$ cat src/rtl/multicycle_control.sv
// Multicycle control sequencer for the RV-subset datapath (add, sub, or, and, lw, sw, beq).
// It steps each instruction through FETCH, DECODE, EXEC, MEM and WB, and waits on the memory ready handshake.
// Optional feature: define CTRL_INSTRET_EN to build the retired-instruction counter.
module multicycle_control #(
  parameter int unsigned WIDTH = 32
) (
  input  logic             clk_i,
  input  logic             rst_ni,
  input  logic             run_i,
  input  logic [WIDTH-1:0] instruction_i,
  input  logic             zero_i,
  input  logic             mem_ready_i,
  output logic             pc_write_o,
  output logic             oldpc_write_o,
  output logic             ir_write_o,
  output logic             iord_o,
  output logic             memread_o,
  output logic             memwrite_o,
  output logic             regwrite_o,
  output logic             memtoreg_o,
  output logic             pcsrc_o,
  output logic [1:0]       alusrca_o,
  output logic [1:0]       alusrcb_o,
  output logic [3:0]       aluop_o,
  output logic [2:0]       state_o,
  output logic             illegal_o,
  output logic [31:0]      instret_o
);

  localparam int unsigned CNT_W = 32;

  localparam logic [6:0] OP_R      = 7'b0110011;
  localparam logic [6:0] OP_LOAD   = 7'b0000011;
  localparam logic [6:0] OP_STORE  = 7'b0100011;
  localparam logic [6:0] OP_BRANCH = 7'b1100011;

  typedef enum logic [2:0] {
    S_IDLE   = 3'b000,
    S_FETCH  = 3'b001,
    S_DECODE = 3'b010,
    S_EXEC   = 3'b011,
    S_MEM    = 3'b100,
    S_WB     = 3'b101,
    S_HALT   = 3'b111
  } state_e;

  typedef enum logic [2:0] {
    K_ADD, K_SUB, K_OR, K_AND, K_LW, K_SW, K_BEQ, K_BAD
  } kind_e;

  state_e state_q, state_d;
  kind_e  kind_c;
  logic   retire_c;

  logic [6:0] opcode_c;
  logic [2:0] funct3_c;
  logic       f7b_c;

  assign opcode_c = instruction_i[6:0];
  assign funct3_c = instruction_i[14:12];
  assign f7b_c    = instruction_i[30];

  // Bits of the instruction that play no part in control decode.
  logic unused_instr_c;
  assign unused_instr_c = ^{instruction_i[31], instruction_i[29:15], instruction_i[11:7]};

  // Classify the instruction; anything not listed is illegal.
  always_comb begin
    kind_c = K_BAD;
    case (opcode_c)
      OP_R: begin
        if (funct3_c == 3'b000)              kind_c = f7b_c ? K_SUB : K_ADD;
        else if (funct3_c == 3'b110 && !f7b_c) kind_c = K_OR;
        else if (funct3_c == 3'b111 && !f7b_c) kind_c = K_AND;
      end
      OP_LOAD:   if (funct3_c == 3'b010) kind_c = K_LW;
      OP_STORE:  if (funct3_c == 3'b010) kind_c = K_SW;
      OP_BRANCH: if (funct3_c == 3'b000) kind_c = K_BEQ;
      default:   kind_c = K_BAD;
    endcase
  end

  // State register; reset drops any in-flight access immediately.
  always_ff @(posedge clk_i or negedge rst_ni) begin
    if (!rst_ni) state_q <= S_IDLE;
    else         state_q <= state_d;
  end

  // Next state and control outputs decoded from the current state and instruction.
  always_comb begin
    state_d       = state_q;
    retire_c      = 1'b0;
    pc_write_o    = 1'b0;
    oldpc_write_o = 1'b0;
    ir_write_o    = 1'b0;
    iord_o        = 1'b0;
    memread_o     = 1'b0;
    memwrite_o    = 1'b0;
    regwrite_o    = 1'b0;
    memtoreg_o    = 1'b0;
    pcsrc_o       = 1'b0;
    alusrca_o     = 2'b00;
    alusrcb_o     = 2'b00;
    aluop_o       = 4'b1111;
    illegal_o     = 1'b0;
    case (state_q)
      S_IDLE: begin
        aluop_o = 4'b0000;
        if (run_i) state_d = S_FETCH;
      end
      S_FETCH: begin
        memread_o = 1'b1;
        alusrcb_o = 2'b01;
        aluop_o   = 4'b0010;
        if (mem_ready_i) begin
          ir_write_o    = 1'b1;
          oldpc_write_o = 1'b1;
          pc_write_o    = 1'b1;
          state_d       = S_DECODE;
        end
      end
      S_DECODE: begin
        alusrca_o = 2'b01;
        alusrcb_o = 2'b10;
        aluop_o   = 4'b0010;
        state_d   = (kind_c == K_BAD) ? S_HALT : S_EXEC;
      end
      S_EXEC: begin
        alusrca_o = 2'b10;
        case (kind_c)
          K_ADD: begin aluop_o = 4'b0010; state_d = S_WB; end
          K_SUB: begin aluop_o = 4'b0110; state_d = S_WB; end
          K_OR:  begin aluop_o = 4'b0001; state_d = S_WB; end
          K_AND: begin aluop_o = 4'b0000; state_d = S_WB; end
          K_LW, K_SW: begin
            alusrcb_o = 2'b10;
            aluop_o   = 4'b0010;
            state_d   = S_MEM;
          end
          K_BEQ: begin
            aluop_o    = 4'b0110;
            pcsrc_o    = 1'b1;
            pc_write_o = zero_i;
            state_d    = S_FETCH;
            retire_c   = 1'b1;
          end
          default: state_d = S_HALT;
        endcase
      end
      S_MEM: begin
        iord_o     = 1'b1;
        memread_o  = (kind_c == K_LW);
        memwrite_o = (kind_c == K_SW);
        if (mem_ready_i) begin
          if (kind_c == K_LW) begin
            state_d = S_WB;
          end else begin
            state_d  = S_FETCH;
            retire_c = 1'b1;
          end
        end
      end
      S_WB: begin
        regwrite_o = 1'b1;
        memtoreg_o = (kind_c == K_LW);
        state_d    = S_FETCH;
        retire_c   = 1'b1;
      end
      S_HALT: begin
        aluop_o   = 4'b0000;
        illegal_o = 1'b1;
      end
      default: begin
        aluop_o = 4'b0000;
        state_d = S_IDLE;
      end
    endcase
  end

  assign state_o = state_q;

`ifdef CTRL_INSTRET_EN
  logic [CNT_W-1:0] instret_q, instret_d;

  // Count retire transitions back into FETCH; wraps naturally.
  always_comb begin
    instret_d = instret_q;
    if (retire_c) instret_d = instret_q + CNT_W'(1);
  end

  // Retired-instruction counter register.
  always_ff @(posedge clk_i or negedge rst_ni) begin
    if (!rst_ni) instret_q <= '0;
    else         instret_q <= instret_d;
  end

  assign instret_o = instret_q;
`else
  logic unused_retire_c;
  assign unused_retire_c = retire_c;
  assign instret_o       = CNT_W'(0);
`endif

endmodule

$ cat config.mk
export PLATFORM = sky130hd
export DESIGN_NAME = multicycle_control
export DESIGN_NICKNAME = d
export VERILOG_FILES = /design/src/rtl/multicycle_control.sv
export SDC_FILE = /design/constraint.sdc
export NUM_CORES = 1
export LEC_CHECK = 0
export CAP_MARGIN = 20
export CORE_UTILIZATION = 30
export DETAILED_ROUTE_END_ITERATION = 12
export PLACE_DENSITY = 0.95
export RECOVER_POWER = 25
export SETUP_SLACK_MARGIN = 0.1
export SLEW_MARGIN = 10
export SYNTH_ARGS = -nofsm -noshare
export SYNTH_HDL_FRONTEND = slang
export SYNTH_SLANG_ARGS = --single-unit
$ cat constraint.sdc
create_clock -name clk_i -period 3.1 [get_ports clk_i]
set_input_delay 0.31 -clock clk_i [delete_from_list [all_inputs] [get_ports clk_i]]
set_output_delay 0.31 -clock clk_i [all_outputs]
set_load 0.01 [all_outputs]
======== After elaboration in Yosys (flattened, before gate mapping) ========
Index checks and enable logic that the tools add are counted.
cells by class
  eq/ne operators ......................... 23
  multiplexer cells ....................... 32
  bitwise logic cells ..................... 1
  reductions and logical operators ........ 13
operator list
  kind                  number
  $eq A3 B3 Y1 const B  9
  $mux W3               8
  $pmux W3 S7           1
  $pmux W4 S4           1
  $eq A3 B2 Y1 const B  5
  $eq A7 B6 Y1 const B  2
  $mux W1               12
  $pmux W3 S4           1
  $pmux W4 S3           1
  $logic_not A3 Y1      3
  $pmux W3 S3           1
  $reduce_or A2 Y1      4
  $eq A7 B2 Y1 const B  1
  $eq A7 B7 Y1 const B  1
  $eq A3 B1 Y1 const B  2
  $mux W2               3
  $ne A2 B2 Y1 const B  3
  $pmux W2 S3           1
  $pmux W1 S2           2
  $pmux W2 S2           1
  $reduce_and A4 Y1     1
  $reduce_or A4 Y1      1
  $reduce_or A3 Y1      1
  $logic_and A1 B1 Y1   2
  other kinds (2)       2
storage, ports and cells
  register bits after elaboration ......... 3
  input port bits ......................... 37
  output and inout port bits .............. 53
  logic and storage cells ................. 70

======== Logic depth before layout (Yosys ltp) ========
Gate-level depths: netlist (run 1).
  depth in word-level cells ............... 10
  depth in mapped cells ................... 5
  gate-level depth less buffers ........... 5

======== Worst setup path before layout (run 1) ========
OpenSTA, ideal clock, no wires.
  kind .................................... in2out
  start ................................... in instruction_i[6]
  end ..................................... out memwrite_o
  arrival time ............................ 1.452 ns
  data required time ...................... 2.790 ns
  path slack .............................. 1.338 ns
  stages .................................. 4
  buffers on the path ..................... 0
  path through ............................ or3_1 a211oi_1 nand2b_1 nor4_1
between the ends
  longest elaborated chain between the ends .. 4
  elaborated cells on any way between the ends .. 7
  those cells by class .................... eq/ne (5); mux (2)
RTL lines
  what                                  line  source
  from (decl)                           10    input logic [WIDTH-1:0] instruction_i,
  $eq A7 B7 Y1 (tied with other cells)  70    case (opcode_c)
  $pmux W3 S4 *                         70
  $eq A3 B3 Y1 *                        153   memwrite_o = (kind_c == K_SW);
  $mux W1 *                             106   case (state_q)
  to (decl)                             18    output logic memwrite_o,
Every way passes the cells marked *; elsewhere a longest branch is shown, timed or not.

======== Worst setup path after layout (run 1) ========
  start ................................... in instruction_i[14]
  end ..................................... out memread_o
between the ends
  longest elaborated chain between the ends .. 8
  elaborated cells on any way between the ends .. 15
  those cells by class .................... eq/ne (4); mux (8); reduce/logical (3)
RTL lines
  what                 line  source
  $eq A3 B3 Y1         74    else if (funct3_c == 3'b111 && !f7b_c) kind_c = K_AND;
  $logic_and A1 B1 Y1  74
  $mux W3              74
  $mux W3              73    else if (funct3_c == 3'b110 && !f7b_c) kind_c = K_OR;
  $mux W3              72    if (funct3_c == 3'b000) kind_c = f7b_c ? K_SUB : K_ADD;
  $pmux W3 S4 *        70
  $eq A3 B3 Y1 *       152   memread_o = (kind_c == K_LW);
  $pmux W1 S2 *        106
  to (decl)            17    output logic memread_o,
Marks and branches as above.

==> impl_metrics.toml, run 1 <==
[clock_network]
cts_tree = "built"
cts_buffers = 3
cts_root_buf = "clkbuf_4"
post_cts_buffers = 0
clock_sinks = 3
clock_latency_ns = 0.23
clock_path_buffers = 2
cts-hold-fix-buffers = 0
clk_pin_slew_ns = 0.04
ctsResizeCount = 0
h-tree-depth = 1

[detailed_routing]
drc = 0
ant_nets = 0
dr.pass1.iters = 4
first_iter_violations = 8
dr_total_vias = 765
vias_per_cell = 4.32
wl_um = 1590
post_drt_wl_per_cell_um = 8.97

[synthesis]
async_reset_ff_share_pct = 100
yosys.area.top_type = "buf_4"
synthDominantCellAreaShare_pct = 31.4
synth-seq-cells = 3
syn_area_per_cell_sq_um = 7.04
synth_cell_type_count = 32
ys.flop_type = "dfrtp_1"
synth_cells = 112
ys_seq_area_share_pct = 9.52
synth_common_cells = "buf_4, nand2_1, a21oi_1"
synth_area_sq_um = 788
synthMostInstantiatedCell = "buf_4"
synth_edf_count = 0
synth_area_leaders = "buf_4, dfrtp_1, nand2_1"
yosysWarningCount = 0

[floorplan]
initial_utilization_pct = 31.8
io_pins = 90
die_y_um = 53.3
die-area_sq_um = 2840
num_rows = 18
dieWidth_um = 53.3
core_sq_um = 2480

[setup_path]
worstSetupPathType = "in -> out"
critPathRequiredTime_ns = 2.79
worstPathArrival_ns = 2.50
worstRegToRegCells = 5
path_delay_family = "buffers and inverters"
cpMostUsedCell = "clkdlybuf4s50_1"
path_buf_inv = 2
endpoint_kind = "output pin"
worstPathCellList = "clkdlybuf4s50_1, or3_1, a211oi_1, and2b_1, nand3_1, o21ai_1, clkdlybuf4s50_1"
r2r_start = "state_o[1]"
max_stage_delay_ns = 0.55
slowest_stage = "clkdlybuf4s50_1"
crit_fanout = 5
cp.depth = 7
cp-startpoint = "instruction_i[14]"
startpoint_type = "primary input"

[placed_design]
hpwl_um = 1290
pre_cts_slack_ns = 0.288
gp_congestion = 0.745
numPortBuffers = 36

[global_route]
grt_pass1_wl_um = 2380
grt_max_degree = 16
grt_pass1_vias = 575
grt.overflow.total = 0
grtUsageTotal_pct = 11.3
antenna_found_initial = 0

[layout]
area_growth_pct = 35.7
num_antenna_cells = 0
drive_gt1_share_pct = 3.40
nets = 185
largest_reg_flops = 3

[timing]
worst_pin_slew_ns = 0.569
final.min_clock_period_ns = 2.81
max-slew-margin-rel_pct = 62.1
setup_ws_ns = 0.294
tns_ns = 0
fin_skew_ns = 0.00381
rsz0062_at_grt = "false"
finalMaxSlewViolations = 0
setup_viol = 0
hold_viol = 0
finalCritPeriodShare_pct = 90.5
max_freq_ghz = 0.356

[power]
p_per_area_nw_per_um2 = 698
worst_ir_drop_vdd_mv = 0.469
p_seq_share_pct = 14.4
switching_share_pct = 43.7
p_comb_share_pct = 76.6
clockPowerShare_pct = 9.0
intPower_mw = 0.420
power_switching_mw = 0.326
leakagePower_nw = 0.460

[job]
cap_violations = 0

[run_status]
outcome = "finished, final reports clean"

[hold_path]
hp-class = "in -> async"
[stage by stage]
| step | utilization (%) | cell area (sq um) | hold WS [ns] | cells | total power, mW |
|---|---|---|---|---|---|
| 2_1_floorplan | - | 905 | 0.0144 | 143 | 0.442 |
| 3_3_place_gp | 42.3 | 1050 | 0.499 | 173 | 0.685 |
| 3_5_place_dp | 42.3 | 1050 | 0.501 | 173 | 0.691 |
| 4_1_cts | 43.3 | 1070 | 0.258 | 177 | 0.765 |
| 5_1_grt | 43.2 | 1070 | 0.325 | 177 | 0.812 |
| 6_report | 43.2 | 1070 | 0.330 | 177 | 0.747 |
[cells in the final DEF (no fill, tap or decap), drive strengths merged, types with 4 or more instances in the layout]
cell type | netlist | final
a21oi | 8 | 8
nor2b | 4 | 4
clkbuf | 4 | 5
nand2 | 10 | 10
nand2b | 5 | 5
nor3 | 4 | 4
o21ai | 4 | 4
nor2 | 5 | 5
clkdlybuf4s50 | 0 | 33
conb | 1 | 32
nand3b | 5 | 5
[power by group through the flow]
stage          clock network [mW]  registers [mW]  logic [mW]
2_1_floorplan                   0          0.0906       0.351
3_3_place_gp                    0           0.107       0.578
3_5_place_dp                    0           0.106       0.585
4_1_cts                    0.0703           0.106       0.588
5_1_grt                    0.0753           0.112       0.625
6_report                   0.0675           0.107       0.572
[routing by layer]
metal,vias to the layer above,share of wire [%],global-route usage (%)
li1,393,-,-
met1,332,41,13.8
met2,40,49,19.2
met3,0,9.9,3.45
met4,0,0,2.63
met5,-,0,0
[cell type report]
class                           count  area (sq um)
Multi-Input combinational cell    103           567
Clock buffer                        4          26.3
Fill cell                         247          1410
Tap cell                           30          37.5
Sequential cell                     3          75.1
Timing Repair Buffer               37           364
[path summary, 6_finish.rpt]
| check | endpoint | slack [ns] |
|---|---|---|
| max | memread_o | 0.29 |
| min in group clk_i | state_o[2] | 0.76 |
| max in group asynchronous | state_o[2] | 2.62 |
| min reg2reg | state_o[2] | 0.76 |
| min | state_o[1] | 0.33 |
| max reg2reg | state_o[1] | 1.46 |
[logic make-up (layout without fill, tap and decap cells)]
logic type      count (synthesis)  after routing  share of synthesized area, %
buf+inv                        37             41                          33.3
flops                           3              3                          9.52
xor+xnor                        3              3                          3.33
simple gates                   49             49                          36.4
compound gates                 18             18                          15.7
other cells                     1             32                         0.476
mux                             1              1                          1.27
Note: power is estimated with default switching activity, not from simulation.
==> inputs of run 2 (changes only) <==
--- a/config.mk
+++ b/config.mk
@@ -6,6 +6,7 @@
 export NUM_CORES = 1
 export LEC_CHECK = 0
 export CAP_MARGIN = 20
+export CORE_MARGIN = 3
 export CORE_UTILIZATION = 30
 export DETAILED_ROUTE_END_ITERATION = 12
 export PLACE_DENSITY = 0.95
==> run 2 against run 1 <==
Effect of this change:
- critical path depth unchanged
- flip-flop and latch count did not move
- count of clock-buffer cells in the layout did not move
- hold slack got worse by 0.0065 ns
- total power shrank 0.50%
- worst setup slack improved by 0.011 ns
- die area up 16%
- cell count fell by 1.7%
- core utilization up 2.6 points
- final area rose by 0.23%
- largest cell class unchanged
- highest routed layer unchanged
==> impl_metrics.toml, run 2 (synthesis results as in run 1) <==
[run_status]
outcome = "finished, final reports clean"

[detailed_routing]
vias_per_cell = 4.39
post_drt_wl_per_cell_um = 10.2
wl_um = 1780
drc = 0
ant_nets = 0
dr_total_vias = 763
first_iter_violations = 12
dr.pass1.iters = 4

[global_route]
grt_pass1_wl_um = 2830
grt.overflow.total = 0
grt_max_degree = 17
antenna_found_initial = 0
grt_pass1_vias = 640
grtUsageTotal_pct = 10.3

[placed_design]
hpwl_um = 1480
numPortBuffers = 36
gp_congestion = 0.784

[setup_path]
r2r_end = "state_o[1]"
worstSetupPathType = "in -> out"
endpoint_kind = "output pin"
path_delay_family = "buffers and inverters"
r2r_start = "state_o[1]"
worstPathCellList = "clkdlybuf4s50_1, nand3b_1, or4_4, a21oi_4, xnor2_1, o21ai_1, clkdlybuf4s50_1"
worstPathArrival_ns = 2.49
crit_fanout = 6
startpoint_type = "primary input"
worst-r2r-setup-slack_ns = 1.68
worstRegToRegCells = 4
critPathRequiredTime_ns = 2.79
max_stage_delay_ns = 0.55
slowest_stage = "clkdlybuf4s50_1"
path_buf_inv = 2
cpMostUsedCell = "clkdlybuf4s50_1"

[floorplan]
die-area_sq_um = 3280
dieWidth_um = 57.3
die_y_um = 57.3
io_pins = 90
num_rows = 17
core_sq_um = 2340
initial_utilization_pct = 33.7

[clock_network]
h-tree-depth = 1
clock_path_buffers = 2
cts-hold-fix-buffers = 0
cts_buffers = 3
clk_pin_slew_ns = 0.04
clock_sinks = 3
cts_root_buf = "clkbuf_4"
post_cts_buffers = 0
cts_tree = "built"
clock_latency_ns = 0.23

[timing]
tns_ns = 0
setup_viol = 0
rsz0062_at_grt = "false"
finalCritPeriodShare_pct = 90.2
finalMaxSlewViolations = 0
fin_skew_ns = 0.00521
max_freq_ghz = 0.358
hold_viol = 0
final.min_clock_period_ns = 2.80

[power]
worst_ir_drop_vdd_mv = 0.424
p_per_area_nw_per_um2 = 693
total_power_mw = 0.743
leakagePower_nw = 0.459

[layout]
area_growth_pct = 36.0
nets = 184
drive_gt1_share_pct = 4.79
layout_common_cells = "conb_1, clkdlybuf4s50_1, nand2_1, a21oi_1"
num_antenna_cells = 0
fin_util_pct = 45.8
largest_reg_flops = 3

[hold_path]
hp-class = "in -> async"

[job]
cap_violations = 0
[run 2: worst max path at each step]
stage                  to               from  cells after the start
2_1_floorplan  memwrite_o   instruction_i[6]                      4
3_3_place_gp    memread_o  instruction_i[14]                      7
3_5_place_dp    memread_o  instruction_i[14]                      7
4_1_cts         memread_o  instruction_i[14]                      7
5_1_grt        memwrite_o  instruction_i[14]                      6
6_report       aluop_o[0]   instruction_i[6]                      7
[run 2: metal layers]
| metal | global-route usage (%) | up-vias | wire (um) |
|---|---|---|---|
| li1 | - | 394 | - |
| met1 | 12.9 | 327 | 732 |
| met2 | 17.5 | 42 | 847 |
| met3 | 2.49 | 0 | 203 |
| met4 | 2.98 | 0 | 0 |
| met5 | 0 | - | 0 |
[run 2: report_power, final]
part / switching [mW] / total [mW] / internal [mW]
Combinational: 0.237 / 0.545 / 0.308
Sequential: 0.0701 / 0.129 / 0.0590
Clock: 0.0207 / 0.0690 / 0.0483
Total: 0.328 / 0.743 / 0.416
[run 2: worst reg2reg max path: stages, from the launching register on]
cell and delay (ns):
dfrtp_1 0.60, nor2b_1 0.14, mux2i_1 0.15, nor2_1 0.05
or3b_1 0.36
[run 2: repair_timing]
action                                  CTS  global route
hold endpoints to repair                  0             0
endpoints found under the setup margin    0             4
resized for setup                         0             2
[run 2: per-stage QoR]
stage                     setup WS, ns  hold slack [ns]  instances  instance area (sq um)
final                            0.305            0.323        174                   1070
after global routing             0.181            0.331        174                   1070
after CTS                        0.239            0.255        174                   1060
after detailed placement         0.237            0.504        170                   1040
after global placement           0.281            0.501        170                   1040
after floorplan                   1.34           0.0144        143                    905
[run 2: cell type report]
cell class	instances	area, sq um
well taps	28	35.0
flip-flops and latches	3	75.1
repair buffers	36	360
fillers	242	1270
multi-input cells	103	576
clock buffers	4	26.3
==> inputs of run 3 (changes only) <==
--- a/config.mk
+++ b/config.mk
@@ -7,9 +7,11 @@
 export LEC_CHECK = 0
 export CAP_MARGIN = 20
 export CORE_MARGIN = 3
-export CORE_UTILIZATION = 30
+export CORE_UTILIZATION = 28
+export CTS_BUF_LIST = sky130_fd_sc_hd__clkbuf_4
 export DETAILED_ROUTE_END_ITERATION = 12
-export PLACE_DENSITY = 0.95
+export HOLD_SLACK_MARGIN = 0.05
+export PLACE_DENSITY = 0.9
 export RECOVER_POWER = 25
 export SETUP_SLACK_MARGIN = 0.1
 export SLEW_MARGIN = 10
==> constraint.sdc (replaced) <==
create_clock -name clk_i -period 3.2 [get_ports clk_i]
set_input_delay 0.32 -clock clk_i [delete_from_list [all_inputs] [get_ports clk_i]]
set_output_delay 0.32 -clock clk_i [all_outputs]
set_load 0.01 [all_outputs]
==> run 3 against run 2 <==
Effect of this change:
- die area rose by 6.4%
- combinational power fell by 3%
- core utilization decreased by 4.2 points
- global-route usage shrank 0.79 points
- critical path depth unchanged
- clock power up 9.0%
- non-clock buffer count is the same
- register-to-register slack better by 0.04 ns
- clock skew decreased by 0.0047 ns
- flip-flop and latch count did not move
- worst setup slack improved by 0.039 ns
==> impl_metrics.toml, run 3 (synthesis results as in run 1) <==
[global_route]
grt_pass1_wl_um = 2620
grt_pass1_vias = 596
grt_max_degree = 17
grt.overflow.total = 0
grtUsageTotal_pct = 9.52
antenna_found_initial = 0

[floorplan]
die_y_um = 59.1
num_rows = 18
core_sq_um = 2570
initial_utilization_pct = 30.7
io_pins = 90
die-area_sq_um = 3490
dieWidth_um = 59.1

[timing]
tns_ns = 0
fin_skew_ns = 0.000486
finalCritPeriodShare_pct = 89.2
hold_viol = 0
setup_viol = 0
setup_ws_ns = 0.344
rsz0062_at_grt = "false"
finalMaxSlewViolations = 0
max_freq_ghz = 0.350
final.min_clock_period_ns = 2.86

[setup_path]
endpoint_kind = "output pin"
critPathRequiredTime_ns = 2.88
worstPathArrival_ns = 2.54
crit_fanout = 5
startpoint_type = "primary input"
worstSetupPathType = "in -> out"

[clock_network]
cts_root_buf = "clkbuf_4"
post_cts_buffers = 0
clk_pin_slew_ns = 0.04
clock_latency_ns = 0.23
cts_tree = "built"
clock_sinks = 3
ctsResizeCount = 0
cts_buffers = 3
cts-hold-fix-buffers = 0
h-tree-depth = 1
clock_path_buffers = 2

[detailed_routing]
post_drt_wl_per_cell_um = 10.2
dr_total_vias = 756
wl_um = 1800
first_iter_violations = 22
vias_per_cell = 4.30
dr.pass1.iters = 4
drc = 0
ant_nets = 0

[layout]
drive_gt1_share_pct = 4.11
fin_util_pct = 41.7
layout_common_cells = "conb_1, clkdlybuf4s50_1, nand2_1, a21oi_1"
area_growth_pct = 35.7
nets = 184
num_antenna_cells = 0
largest_reg_flops = 3

[placed_design]
gp_congestion = 0.770
hpwl_um = 1510
numPortBuffers = 36
pre_cts_slack_ns = 0.333

[power]
p_per_area_nw_per_um2 = 687
total_power_mw = 0.735
leakagePower_nw = 0.462
worst_ir_drop_vdd_mv = 0.435

[hold_path]
hp-class = "in -> async"

[run_status]
outcome = "finished, final reports clean"

[job]
cap_violations = 0
==> run 3: cell type report <==
cell class | count | area, sq um
Fill cell | 268 | 1500
Tap cell | 30 | 37.5
Sequential cell | 3 | 75.1
Clock buffer | 4 | 30.0
Timing Repair Buffer | 36 | 360
Multi-Input combinational cell | 103 | 567
==> run 3: power breakdown <==
group	switching, mW	internal, mW	leakage, nW	total [mW]
Sequential	0.0734	0.0570	0.0335	0.130
Clock	0.0200	0.0552	0.0184	0.0752
Combinational	0.231	0.298	0.411	0.530
==> run 3: worst paths after layout <==
kind	start	endpoint	slack [ns]	cells past startpoint
max	instruction_i[14]	memread_o	0.34	7
min	rst_ni	state_o[1]	0.34	1
max reg2reg	state_o[1]	state_o[1]	1.72	4
min reg2reg	state_o[2]	state_o[1]	0.78	2
max in group asynchronous	rst_ni	state_o[0]	2.72	1
min in group clk_i	state_o[2]	state_o[1]	0.78	2
==> run 3: worst max-delay path: stages <==
cell	delay, ns
clkdlybuf4s50_1	0.48
or3_1	0.40
a211oi_1	0.35
and2b_1	0.24
nand3_1	0.09
o21ai_1	0.09
clkdlybuf4s50_1	0.57
==> run 3: routing by layer <==
| metal | share of wire [%] | track usage (%) | up-vias |
|---|---|---|---|
| met3 | 15 | 4.79 | 2 |
| met1 | 41 | 11.8 | 319 |
| li1 | - | - | 390 |
| met4 | 0.61 | 1.94 | 0 |
| met5 | 0 | 0 | - |
| met2 | 43 | 14.8 | 45 |
==> run 3: metrics by stage <==
step	cells	hold WS [ns]	cell area, sq um
detailed placement	172	0.514	1040
finish	176	0.337	1070
global route	176	0.333	1070
CTS	176	0.264	1070
floorplan	143	0.0244	905
global placement	172	0.511	1040
